==> src/rtl/seg_display_ctrl_if.sv <==
// Bus bundle for seg_display_ctrl.
//   master: drives load/value/dp/en/blink/lzb, observes seg_out/blink_phase
//   slave : the display controller side
interface seg_display_ctrl_if #(
  parameter int unsigned NDIGITS = 8
);
  logic                   load;
  logic [4*NDIGITS-1:0]   value;
  logic [NDIGITS-1:0]     dp;
  logic [NDIGITS-1:0]     en;
  logic [NDIGITS-1:0]     blink;
  logic                   lzb;
  logic [8*NDIGITS-1:0]   seg_out;
  logic                   blink_phase;

  modport master (
    output load, value, dp, en, blink, lzb,
    input  seg_out, blink_phase
  );

  modport slave (
    input  load, value, dp, en, blink, lzb,
    output seg_out, blink_phase
  );
endinterface

==> src/rtl/seg_display_ctrl.sv <==
// Multi-digit seven-segment display controller.
// Captures digit data on a load strobe into shadow registers and drives
// registered active-low segment bytes (bit 7 = dp, bits 6:0 = g..a) with
// per-digit enable, blink and optional leading-zero blanking.
//   clk         : clock, rising edge
//   rst         : asynchronous active-low reset
//   bus (slave) : load/value/dp/en/blink/lzb in, seg_out/blink_phase out
module seg_display_ctrl #(
  parameter int unsigned NDIGITS   = 8,
  parameter int unsigned BLINK_DIV = 25000000
) (
  input  logic               clk,
  input  logic               rst,
  seg_display_ctrl_if.slave  bus
);

  localparam int unsigned CW      = $clog2(BLINK_DIV);
  localparam logic [CW-1:0] CNT_MAX = CW'(BLINK_DIV - 1);

  logic [4*NDIGITS-1:0] val_q;
  logic [NDIGITS-1:0]   dp_q;
  logic [NDIGITS-1:0]   en_q;
  logic [NDIGITS-1:0]   blink_q;
  logic                 lzb_q;

  logic [CW-1:0]        cnt_q;
  logic                 phase_q;
  logic [8*NDIGITS-1:0] seg_q;
  logic [8*NDIGITS-1:0] seg_c;

  // Hex nibble to active-low a..g pattern (bit 0 = a)
  function automatic logic [6:0] decode(input logic [3:0] nib);
    logic [6:0] g;
    case (nib)
      4'h0: g = 7'h40;
      4'h1: g = 7'h79;
      4'h2: g = 7'h24;
      4'h3: g = 7'h30;
      4'h4: g = 7'h19;
      4'h5: g = 7'h12;
      4'h6: g = 7'h02;
      4'h7: g = 7'h78;
      4'h8: g = 7'h00;
      4'h9: g = 7'h10;
      4'hA: g = 7'h08;
      4'hB: g = 7'h03;
      4'hC: g = 7'h46;
      4'hD: g = 7'h21;
      4'hE: g = 7'h06;
      default: g = 7'h0E;
    endcase
    return g;
  endfunction

  // Shadow registers, written only on a load strobe
  always_ff @(posedge clk or negedge rst) begin
    if (!rst) begin
      val_q   <= '0;
      dp_q    <= '0;
      en_q    <= '0;
      blink_q <= '0;
      lzb_q   <= 1'b0;
    end else if (bus.load) begin
      val_q   <= bus.value;
      dp_q    <= bus.dp;
      en_q    <= bus.en;
      blink_q <= bus.blink;
      lzb_q   <= bus.lzb;
    end
  end

  // Free-running blink timer; a load restarts it so new data shows lit first
  always_ff @(posedge clk or negedge rst) begin
    if (!rst) begin
      cnt_q   <= '0;
      phase_q <= 1'b0;
    end else if (bus.load) begin
      cnt_q   <= '0;
      phase_q <= 1'b0;
    end else if (cnt_q == CNT_MAX) begin
      cnt_q   <= '0;
      phase_q <= ~phase_q;
    end else begin
      cnt_q   <= cnt_q + CW'(1);
    end
  end

  // Segment byte generation; scan from the most significant digit so the
  // leading-zero run ends at the first enabled digit that is shown.
  always_comb begin : seg_gen
    logic       run;
    logic [3:0] nib;
    logic [6:0] segs;
    seg_c = '1;
    run   = 1'b1;
    nib   = '0;
    segs  = '1;
    for (int i = int'(NDIGITS) - 1; i >= 0; i--) begin
      nib  = val_q[4*i +: 4];
      segs = decode(nib);
      if (en_q[i]) begin
        // disabled digits never touch the run
        if (lzb_q && run && (i != 0) && (nib == 4'h0)) begin
          segs = '1;
        end else begin
          run = 1'b0;
        end
        if (!(blink_q[i] && phase_q)) begin
          seg_c[8*i +: 8] = {~dp_q[i], segs};
        end
      end
    end
  end

  always_ff @(posedge clk or negedge rst) begin
    if (!rst) begin
      seg_q <= '1;
    end else begin
      seg_q <= seg_c;
    end
  end

  assign bus.seg_out     = seg_q;
  assign bus.blink_phase = phase_q;

endmodule

==> src/flat_wrapper.sv <==
// flat-port wrapper written by rule: the top's interface ports become plain ports
module seg_display_ctrl_flat 
#(
  parameter int unsigned NDIGITS   = 8,
  parameter int unsigned BLINK_DIV = 25000000
)
  (clk, rst, bus_load, bus_value, bus_dp, bus_en, bus_blink, bus_lzb, bus_seg_out, bus_blink_phase);
  seg_display_ctrl_if #(.NDIGITS(NDIGITS)) bus_i ();
  input  logic clk;
  input  logic rst;
  input wire logic [$bits(bus_i.load)-1:0] bus_load;
  input wire logic [$bits(bus_i.value)-1:0] bus_value;
  input wire logic [$bits(bus_i.dp)-1:0] bus_dp;
  input wire logic [$bits(bus_i.en)-1:0] bus_en;
  input wire logic [$bits(bus_i.blink)-1:0] bus_blink;
  input wire logic [$bits(bus_i.lzb)-1:0] bus_lzb;
  output wire logic [$bits(bus_i.seg_out)-1:0] bus_seg_out;
  output wire logic [$bits(bus_i.blink_phase)-1:0] bus_blink_phase;
  assign bus_i.load = bus_load;
  assign bus_i.value = bus_value;
  assign bus_i.dp = bus_dp;
  assign bus_i.en = bus_en;
  assign bus_i.blink = bus_blink;
  assign bus_i.lzb = bus_lzb;
  assign bus_seg_out = bus_i.seg_out;
  assign bus_blink_phase = bus_i.blink_phase;
  seg_display_ctrl #(.NDIGITS(NDIGITS), .BLINK_DIV(BLINK_DIV)) u_core (.clk(clk), .rst(rst), .bus(bus_i));
endmodule
==> config.mk <==
export PLATFORM = sky130hd
export DESIGN_NAME = seg_display_ctrl_flat
export DESIGN_NICKNAME = d
export VERILOG_FILES = /design/src/rtl/seg_display_ctrl_if.sv /design/src/rtl/seg_display_ctrl.sv /design/src/flat_wrapper.sv
export SDC_FILE = /design/constraint.sdc
export NUM_CORES = 1
export LEC_CHECK = 0
export ABC_AREA = 1
export ABC_CLOCK_PERIOD_IN_PS = 2400
export BUFFER_PORTS_ARGS = -buffer_cell sky130_fd_sc_hd__buf_2
export CORE_AREA = 2 2 151 153
export CTS_CLUSTER_SIZE = 10
export DETAILED_ROUTE_END_ITERATION = 8
export DIE_AREA = 0 0 153 155
export MAX_ROUTING_LAYER = met4
export PLACE_DENSITY = 0.55
export SYNTH_ARGS = -nofsm -noshare
export SYNTH_HDL_FRONTEND = slang
export SYNTH_SLANG_ARGS = --single-unit
==> constraint.sdc <==
create_clock -name clk -period 2.4 [get_ports clk]
set_input_delay 0.12 -clock clk [delete_from_list [all_inputs] [get_ports clk]]
set_output_delay 0.12 -clock clk [all_outputs]
set_load 0.05 [all_outputs]
# Word level (Yosys, flattened, before mapping)
# Memory sizes are Yosys's and may differ from the RTL's.
# Cells that the tools add are included.
[totals] n_memories=8 out_inout_bits=65 rom_bits=896 regBits=147
[mem_list] memory="(no name shown)" depth=16 word_bits=7 read_ports=1 rd_clocked_by_memory_dff=0 write_ports=0 line="seg_display_ctrl.sv:34" rtl="case (nib)"
[mem_list] memory="(no name shown)" depth=16 word_bits=7 read_ports=1 rd_clocked_by_memory_dff=0 write_ports=0 line="seg_display_ctrl.sv:34"
[mem_list] memory="(no name shown)" depth=16 word_bits=7 read_ports=1 rd_clocked_by_memory_dff=0 write_ports=0 line="seg_display_ctrl.sv:34"
[mem_list] memory="(no name shown)" depth=16 word_bits=7 read_ports=1 rd_clocked_by_memory_dff=0 write_ports=0 line="seg_display_ctrl.sv:34"
[mem_list] memory="(no name shown)" depth=16 word_bits=7 read_ports=1 rd_clocked_by_memory_dff=0 write_ports=0 line="seg_display_ctrl.sv:34"
[mem_list] memory="(no name shown)" depth=16 word_bits=7 read_ports=1 rd_clocked_by_memory_dff=0 write_ports=0 line="seg_display_ctrl.sv:34"
[mem_list] memory="+2 memories"
[op_classes] n_reduce_logical=29 bitwise=9 add_sub_neg=1 muxes=39 eq_ne=1
[ops] cell="two-way mux 8 bit" count=16
[ops] cell="two-way mux 25 bit" count=2
[ops] cell="two-way mux 7 bit" count=7
[ops] cell="zero test 4 bit" count=7
[ops] cell="adder 25 x 1 -> 25 bit, second input constant" count=1
[ops] cell="== test 25 bit, second input constant" count=1
[ops] cell="logical AND 1 bit" count=21
[ops] cell="two-way mux 1 bit" count=14
[ops] cell="inverter 1 bit" count=9
[ops] cell="nonzero test 2 bit" count=1

# Logic depth before layout (Yosys ltp)
# Gate-level depths: netlist of run 1.
[logic_depth] depth_word=29 depth_mapped=10 mapped_depth_nobuf=10

# Worst setup path after synthesis of run 1
# OpenSTA, ideal clock, no wires.
[synth_timing] kind="register to register" startpoint="register u_core.val_q[20]" endpoint="register u_core.seg_q[10] (netlist: u_core.bus.seg_out[10])" arrival_ns=1.406 setup_time_ns=0.087 path_stages_with_launch=9 synth_period_minus_slack_ns=1.493 path_slack_ns=0.907 cell_sequence="dfrtp_1 > inv_1 > ha_1 > nand2_1 > inv_1 > a21oi_1 > nor2_8 > nand4_2 > nand3_1"
[synth_via] elab_chain_len=21
[synth_rtl] item="from (decl)" line="seg_display_ctrl.sv:20" rtl="logic [4*NDIGITS-1:0] val_q;"
[synth_rtl] item="from (signal assigned)" line="seg_display_ctrl.sv:64" rtl="val_q <= bus.value;"
[synth_rtl] item="zero test 4 bit (*)" line="seg_display_ctrl.sv:103" rtl="if (lzb_q && run && (i != 0) && (nib == 4'h0)) begin"
[synth_rtl] item="logical AND 1 bit (*)" line="seg_display_ctrl.sv:103"
[synth_rtl] item="two-way mux 1 bit (*)" line="seg_display_ctrl.sv:103"
[synth_rtl] item="two-way mux 1 bit (*)" line="seg_display_ctrl.sv:101" rtl="if (en_q[i]) begin"
[synth_rtl] item="logical AND 1 bit (2 in a row)" line="seg_display_ctrl.sv:103"
[synth_rtl] item="two-way mux 1 bit" line="seg_display_ctrl.sv:103"
[synth_rtl] item="two-way mux 1 bit (*)" line="seg_display_ctrl.sv:101"
[synth_rtl] item="logical AND 1 bit (2 in a row)" line="seg_display_ctrl.sv:103"
[synth_rtl] item="(+2 left out)"
[synth_rtl] item="logical AND 1 bit (2 in a row)" line="seg_display_ctrl.sv:103"
[synth_rtl] item="two-way mux 1 bit" line="seg_display_ctrl.sv:103"
[synth_rtl] item="two-way mux 1 bit (*)" line="seg_display_ctrl.sv:101"
[synth_rtl] item="logical AND 1 bit (*) (2 in a row)" line="seg_display_ctrl.sv:103"
[synth_rtl] item="two-way mux 7 bit (*)" line="seg_display_ctrl.sv:103"
[synth_rtl] item="two-way mux 8 bit (*)" line="seg_display_ctrl.sv:108" rtl="if (!(blink_q[i] && phase_q)) begin"
[synth_rtl] item="two-way mux 8 bit (*)" line="seg_display_ctrl.sv:101"
[synth_rtl] item="net u_core.seg_c[10]" line="seg_display_ctrl.sv:29" rtl="logic [8*NDIGITS-1:0] seg_c;"
[synth_rtl] item="to (signal assigned)" line="seg_display_ctrl.sv:119" rtl="seg_q <= seg_c;"
[synth_rtl] item="to (decl)" line="seg_display_ctrl.sv:28" rtl="logic [8*NDIGITS-1:0] seg_q;"
# Mark *: on every way through the listed nets, which the timed path passes. The rest lies on a longest branch.
# A chain may end at the register's enable or synchronous reset.

# Worst setup path after layout of run 1
# Ends and elaborated chain as after synthesis.

==> flow_summary.json, run 1 <==
{
  "boundaryPins": 125,
  "die_w_um": 153,
  "syn_inst": 910,
  "power_density_nw_per_um2": 754,
  "comb_power_share": 0.203,
  "crit_path_end_kind": "register",
  "finalWirelength_mm": 18.4,
  "clkSlewWorstSetupHoldPaths_ns": 0.06,
  "wire_per_inst_um": 13.3,
  "async_reset_ff_frac": 1.00,
  "first_iter_violations": 368,
  "cpMostUsedCell": "inv_1",
  "grt_max_degree": 65,
  "core_area_um2": 22200,
  "nFillCells": 2198,
  "maxCapViolations": 0,
  "clock-sinks": 147,
  "cp_max_fo": 7,
  "min-delay-start": "bus_load",
  "grt.total_usage": 0.165,
  "synth_edf_count": 0,
  "antenna_left": 0,
  "fin_nets": 1196,
  "p_int_mw": 5.10,
  "report.final.slew_viol_count": 0,
  "drcViolationCount": 0,
  "syn-cell-area_um2": 7590,
  "cts_buffer_depth": 2,
  "maxSlewHeadroom": 0.553,
  "finalHoldViolCount": 0,
  "synth_ff_type": "dfrtp_1",
  "synth_area_leaders": "dfrtp_1 27%, dfstp_2 22%, nand2_1 13%",
  "hold_class": "primary input to register",
  "gr-total-overflow": 0,
  "dieArea_um2": 23700,
  "grt_pass1_wl_mm": 31.0,
  "clk_latency_ns": 0.42,
  "synthesis.nets": 1017,
  "cp_slowest_cell": "dfrtp_1",
  "p_leak_nw": 4.48,
  "cp.arrival_ns": 2.08,
  "yosysTopAreaCell": "dfrtp_1",
  "worstPathRequired_ns": 2.73,
  "grt_antenna_before_repair": 0,
  "die_y_um": 155,
  "max_freq_mhz": 572,
  "seqCellArea_um2": 3760,
  "fin_skew_ns": 0.0126,
  "routabilityCongestion": 0.876,
  "cts_tree": "done",
  "pwr-share-seq": 0.404,
  "setup_viol_count_final": 0,
  "cts_buffers": 17,
  "synth.top_cell.area_share": 0.274,
  "first_pass_iters": 5,
  "start_kind": "register",
  "power.share.clock": 0.393,
  "cp_top_family": "simple AND/OR/NAND/NOR gates",
  "initial_core_util": 0.342,
  "yosysSeqAreaShare": 0.495,
  "power_mw": 7.34,
  "syn_to_final_growth_pct": 28.2,
  "critical_path.max_stage_delay_ns": 0.41,
  "cts_resized": 0,
  "ir_worst_vdd_mv": 0.457,
  "ys_types": 39,
  "multi_input_area_um2": 3410,
  "root_buffer": "clkbuf_16",
  "worstMarginPinSlew_ns": 0.667,
  "status": "complete, no violations",
  "yosysMostFrequentCell": "nand2_1",
  "synth_commonest_cells": "264 x nand2_1, 96 x nor2_1, 83 x dfrtp_1",
  "via_per_inst": 4.72,
  "fin_tns_setup_ns": 0,
  "antenna_cells": 0,
  "rsz0062_at_grt": "false",
  "grt_pass1_vias": 6359,
  "setup.worst_path.start": "u_core.val_q[20]",
  "synth-seq-cells": 147,
  "dp_hpwl_mm": 13.2,
  "fin_crit_sh": 0.728,
  "rows": 55,
  "cts_setup_buffers": 0,
  "synth_warnings": 0,
  "crit_path_cell_trace": "inv_1 > ha_1 > nand2_1 > inv_1 > a21oi_1 > nor2_8 > nand4_2 > nand3_1",
  "num_vias": 6540,
  "avgSynthCellArea_um2": 8.34,
  "switchingPower_mw": 2.23,
  "rr_startpoint": "u_core.val_q[20]",
  "reg2reg_slack_ns": 0.65,
  "critical_path_class": "register to register",
  "p_sw_frac": 0.304,
  "cts_hold_buf": 58,
  "timing.critical_path.buf_inv": 2,
  "portBuffers": 124,
  "drive_gt1_frac": 0.216,
  "period_needed_ns": 1.75,
  "cts_max_level": 4
}
## cell type report
type                       instances  area share
clock inverter                     9      0.0182
sequential                       147       0.386
inverter                          81      0.0312
timing repair buffer             188       0.130
clock buffer                      23      0.0470
tap                              285      0.0366
multi-input combinational        654       0.351
## logic make-up (layout without fill, tap and decap cells)
| logic type | after synthesis | count (layout) | share of synthesized area |
|---|---|---|---|
| compound gates | 137 | 137 | 0.103 |
| xor+xnor | 11 | 11 | 0.0127 |
| fa+ha+maj | 47 | 47 | 0.0775 |
| buf+inv | 109 | 301 | 0.0554 |
| flops | 147 | 147 | 0.495 |
| simple gates | 459 | 459 | 0.257 |
## placed cells by master (no fill, tap or decap), types with 7 or more instances in the layout
cell type,count
nand2_1,264
o22ai_1,7
a31oi_1,8
o21ai_0,63
nand3_1,62
ha_1,47
dlygate4sd3_1,58
clkbuf_16,17
nor2_1,96
a21oi_1,34
nand4_1,9
dfrtp_1,83
nor3_1,8
buf_2,122
o211ai_1,10
inv_1,77
dfstp_2,64
## path summary, 6_finish.rpt
path	end	depth (start not counted)
min in group asynchronous	u_core.val_q[28]	2
worst min-delay path	u_core.en_q[6]	3
worst min register to register	u_core.bus.seg_out[23]	1
worst max-delay path	u_core.bus.seg_out[10]	8
max in group asynchronous	u_core.bus.seg_out[1]	3
worst max register to register	u_core.bus.seg_out[10]	8
## routing by layer
metal / up-vias / track usage / routed length (um)
met1: 3050 / 0.213 / 8800
met4: 0 / 0.0657 / 425
met5: - / - / 0
met3: 32 / 0.0284 / 708
met2: 153 / 0.261 / 8480
li1: 3305 / - / -
## stage by stage
step           instances  worst slack (ns)  hold slack (ns)  instance area [um2]   util
5_1_grt             1387             0.431           0.0942                 9740  0.438
4_1_cts             1387             0.634           0.0619                 9740  0.438
6_report            1387             0.653           0.0841                 9740  0.438
3_5_place_dp        1297             0.672            0.159                 8520  0.383
3_3_place_gp        1297             0.710            0.157                 8520  0.383
2_1_floorplan        910             0.907           -0.176                 7590      -
## power groups by stage
stage / Clock, mW / Combinational, mW / Sequential (mW)
2_1_floorplan: 0 / 0.580 / 3.45
3_3_place_gp: 0 / 1.43 / 3.00
3_5_place_dp: 0 / 1.42 / 3.00
4_1_cts: 2.96 / 1.50 / 2.96
5_1_grt: 3.07 / 1.64 / 2.99
6_report: 2.88 / 1.49 / 2.96
## state kept, by name, indices dropped and copies added (netlist names)
register                cells
u_core.blink_q              8
u_core.lzb_q                1
u_core.en_q                 8
u_core.bus.seg_out         64
u_core.cnt_q               25
u_core.dp_q                 8
u_core.val_q               32
u_core.bus.blink_phase      1
## worst min-delay path, cell delays in order
cell	delay [ns]
buf_4	0.20
nand2_1	0.09
nand2_1	0.05
Note: power is estimated with default switching activity, not from simulation.
==> run 2: changes to the inputs <==
- ABC_CLOCK_PERIOD_IN_PS: 2400 -> 1500
- PLACE_DENSITY: 0.55 -> 0.57
- clock period: 2.4 -> 1.5 ns (I/O delays scaled with it)
==> run 2 against run 1 <==
  * Die area unchanged
  * Clock-buffer cell count down 3
  * Via count up 5.4%
  * Clock power up 47%
  * Final cell count up 5.3%
  * Critical path depth up 2
  * Sequential share of layout area down 2.8 points
  * Largest cell class unchanged
  * Largest power group unchanged
  * Highest routed layer unchanged
==> flow_summary.json, run 2 (synthesis results as in run 1) <==
{
  "status": "complete, no violations",
  "largest_reg_flops": 64,
  "cts_tree": "done",
  "root_buffer": "clkbuf_16",
  "fin_nets": 1270,
  "final_cell_count_no_fill": 1461,
  "grt_pass1_vias": 6675,
  "boundaryPins": 125,
  "die_w_um": 153,
  "reg2reg_slack_ns": 0.03,
  "portBuffers": 124,
  "final_cell_mix": "252 x nand2_1, 122 x buf_2, 90 x nor2_1, 83 x dfrtp_1, 75 x buf_4",
  "cts_buffer_depth": 2,
  "grt_antenna_before_repair": 0,
  "wire_per_inst_um": 13.4,
  "first_pass_iters": 5,
  "final_core_util": 0.473,
  "period_needed_ns": 1.47,
  "grt_max_degree": 70,
  "p_sw_frac": 0.322,
  "final_common_cell": "nand2_1",
  "power_mw": 11.7,
  "cp_max_fo": 7,
  "fin_tns_setup_ns": 0,
  "crit_path_end_kind": "register",
  "p_leak_nw": 4.85,
  "start_kind": "register",
  "switchingPower_mw": 3.77,
  "die_y_um": 155,
  "cp.arrival_ns": 1.84,
  "core_area_um2": 22200,
  "clk_latency_ns": 0.43,
  "cts_max_level": 4,
  "gr-total-overflow": 0,
  "cts_buffers": 17,
  "num_vias": 6892,
  "p_int_mw": 7.93,
  "maxCapViolations": 0,
  "maxSlewHeadroom": 0.720,
  "setup_viol_count_final": 0,
  "clkSlewWorstSetupHoldPaths_ns": 0.06,
  "routabilityCongestion": 0.911,
  "fin_skew_ns": 0.0111,
  "syn_to_final_growth_pct": 38.4,
  "initial_core_util": 0.342,
  "reg2regPathDepth": 10,
  "hold_class": "primary input to asynchronous set/reset pin",
  "whs_ns": 0.136,
  "drcViolationCount": 0,
  "dp_hpwl_mm": 13.9,
  "pwr-share-seq": 0.399,
  "worstMarginPinSlew_ns": 0.420,
  "finalHoldViolCount": 0,
  "rr_startpoint": "u_core.val_q[28]",
  "rows": 55,
  "via_per_inst": 4.72,
  "drive_gt1_frac": 0.311,
  "report.final.slew_viol_count": 0,
  "antenna_left": 0,
  "power.share.clock": 0.362,
  "first_iter_violations": 364,
  "dp.cells": 1358,
  "dieArea_um2": 23700,
  "r2r-end": "u_core.bus.seg_out[34]",
  "rsz0062_at_grt": "true",
  "worstPathRequired_ns": 1.86,
  "grt_pass1_wl_mm": 32.4,
  "critical_path_class": "register to register",
  "clock-sinks": 147,
  "antenna_cells": 0,
  "fin_crit_sh": 0.983,
  "power_density_nw_per_um2": 1110,
  "max_freq_mhz": 678,
  "ir_worst_vdd_mv": 0.521,
  "comb_power_share": 0.239,
  "grt.total_usage": 0.172,
  "finalWirelength_mm": 19.6
}
run 2: final cells by class:
type                    instances  area (um2)
clock buffers                  20         457
clock inverters                12         130
fillers                      2125       11700
inverters                      81         304
multi-input cells             656        3660
flip-flops and latches        147        3760
well taps                     285         357
repair buffers                260        1850
run 2: power groups by stage:
stage	Combinational (mW)	Clock (mW)	Sequential, mW
after floorplan	0.928	0	5.52
final	2.80	4.23	4.66
after global routing	3.06	4.54	4.71
after CTS	2.75	4.35	4.66
after detailed placement	2.57	0	4.73
after global placement	2.56	0	4.72
run 2: routing by layer:
metal  vias up  global-route usage  part of all wire
met1      3237               0.222              0.46
met5         -                   -                 0
met4         0              0.0525             0.016
met3        29              0.0393             0.046
met2       166               0.272              0.48
li1       3460                   -                 -
run 2: metrics by stage:
step | instance area (um2) | worst slack, ns
2_1_floorplan | 7590 | 0.00669
3_3_place_gp | 9010 | -0.0377
3_5_place_dp | 9010 | -0.0710
4_1_cts | 10300 | -0.0253
5_1_grt | 10500 | -0.0787
6_report | 10500 | 0.0258
run 2: worst max-delay path by stage:
stage	from	endpoint	slack [ns]	cells after the start
final	u_core.val_q[28]	u_core.bus.seg_out[34]	0.03	10
after global routing	u_core.val_q[24]	u_core.bus.seg_out[34]	-0.08	10
after CTS	u_core.val_q[29]	u_core.bus.seg_out[34]	-0.03	10
after detailed placement	u_core.val_q[29]	u_core.bus.seg_out[9]	-0.07	10
after global placement	u_core.val_q[28]	u_core.bus.seg_out[9]	-0.04	10
after floorplan	u_core.val_q[20]	u_core.bus.seg_out[10]	0.007	8
run 2: critical path: stages (launching register included):
cell and delay (ns):
dfrtp_1 0.39, inv_2 0.08, ha_4 0.14, nand2_2 0.05, inv_2 0.05, nand2_2 0.06
nand2_4 0.08, nand2_4 0.07, nor2_8 0.18, nand4_4 0.19, nand2_1 0.13
run 2: what timing repair did:
item / 4_1_cts / 5_1_grt
cloned: 0 / 2
setup buffers: 7 / 4
hold buffers: 58 / 0
pin swaps: 5 / 10
endpoints found under the hold margin: 145 / 0
endpoints found under the setup margin: 22 / 67
resized for setup: 16 / 46
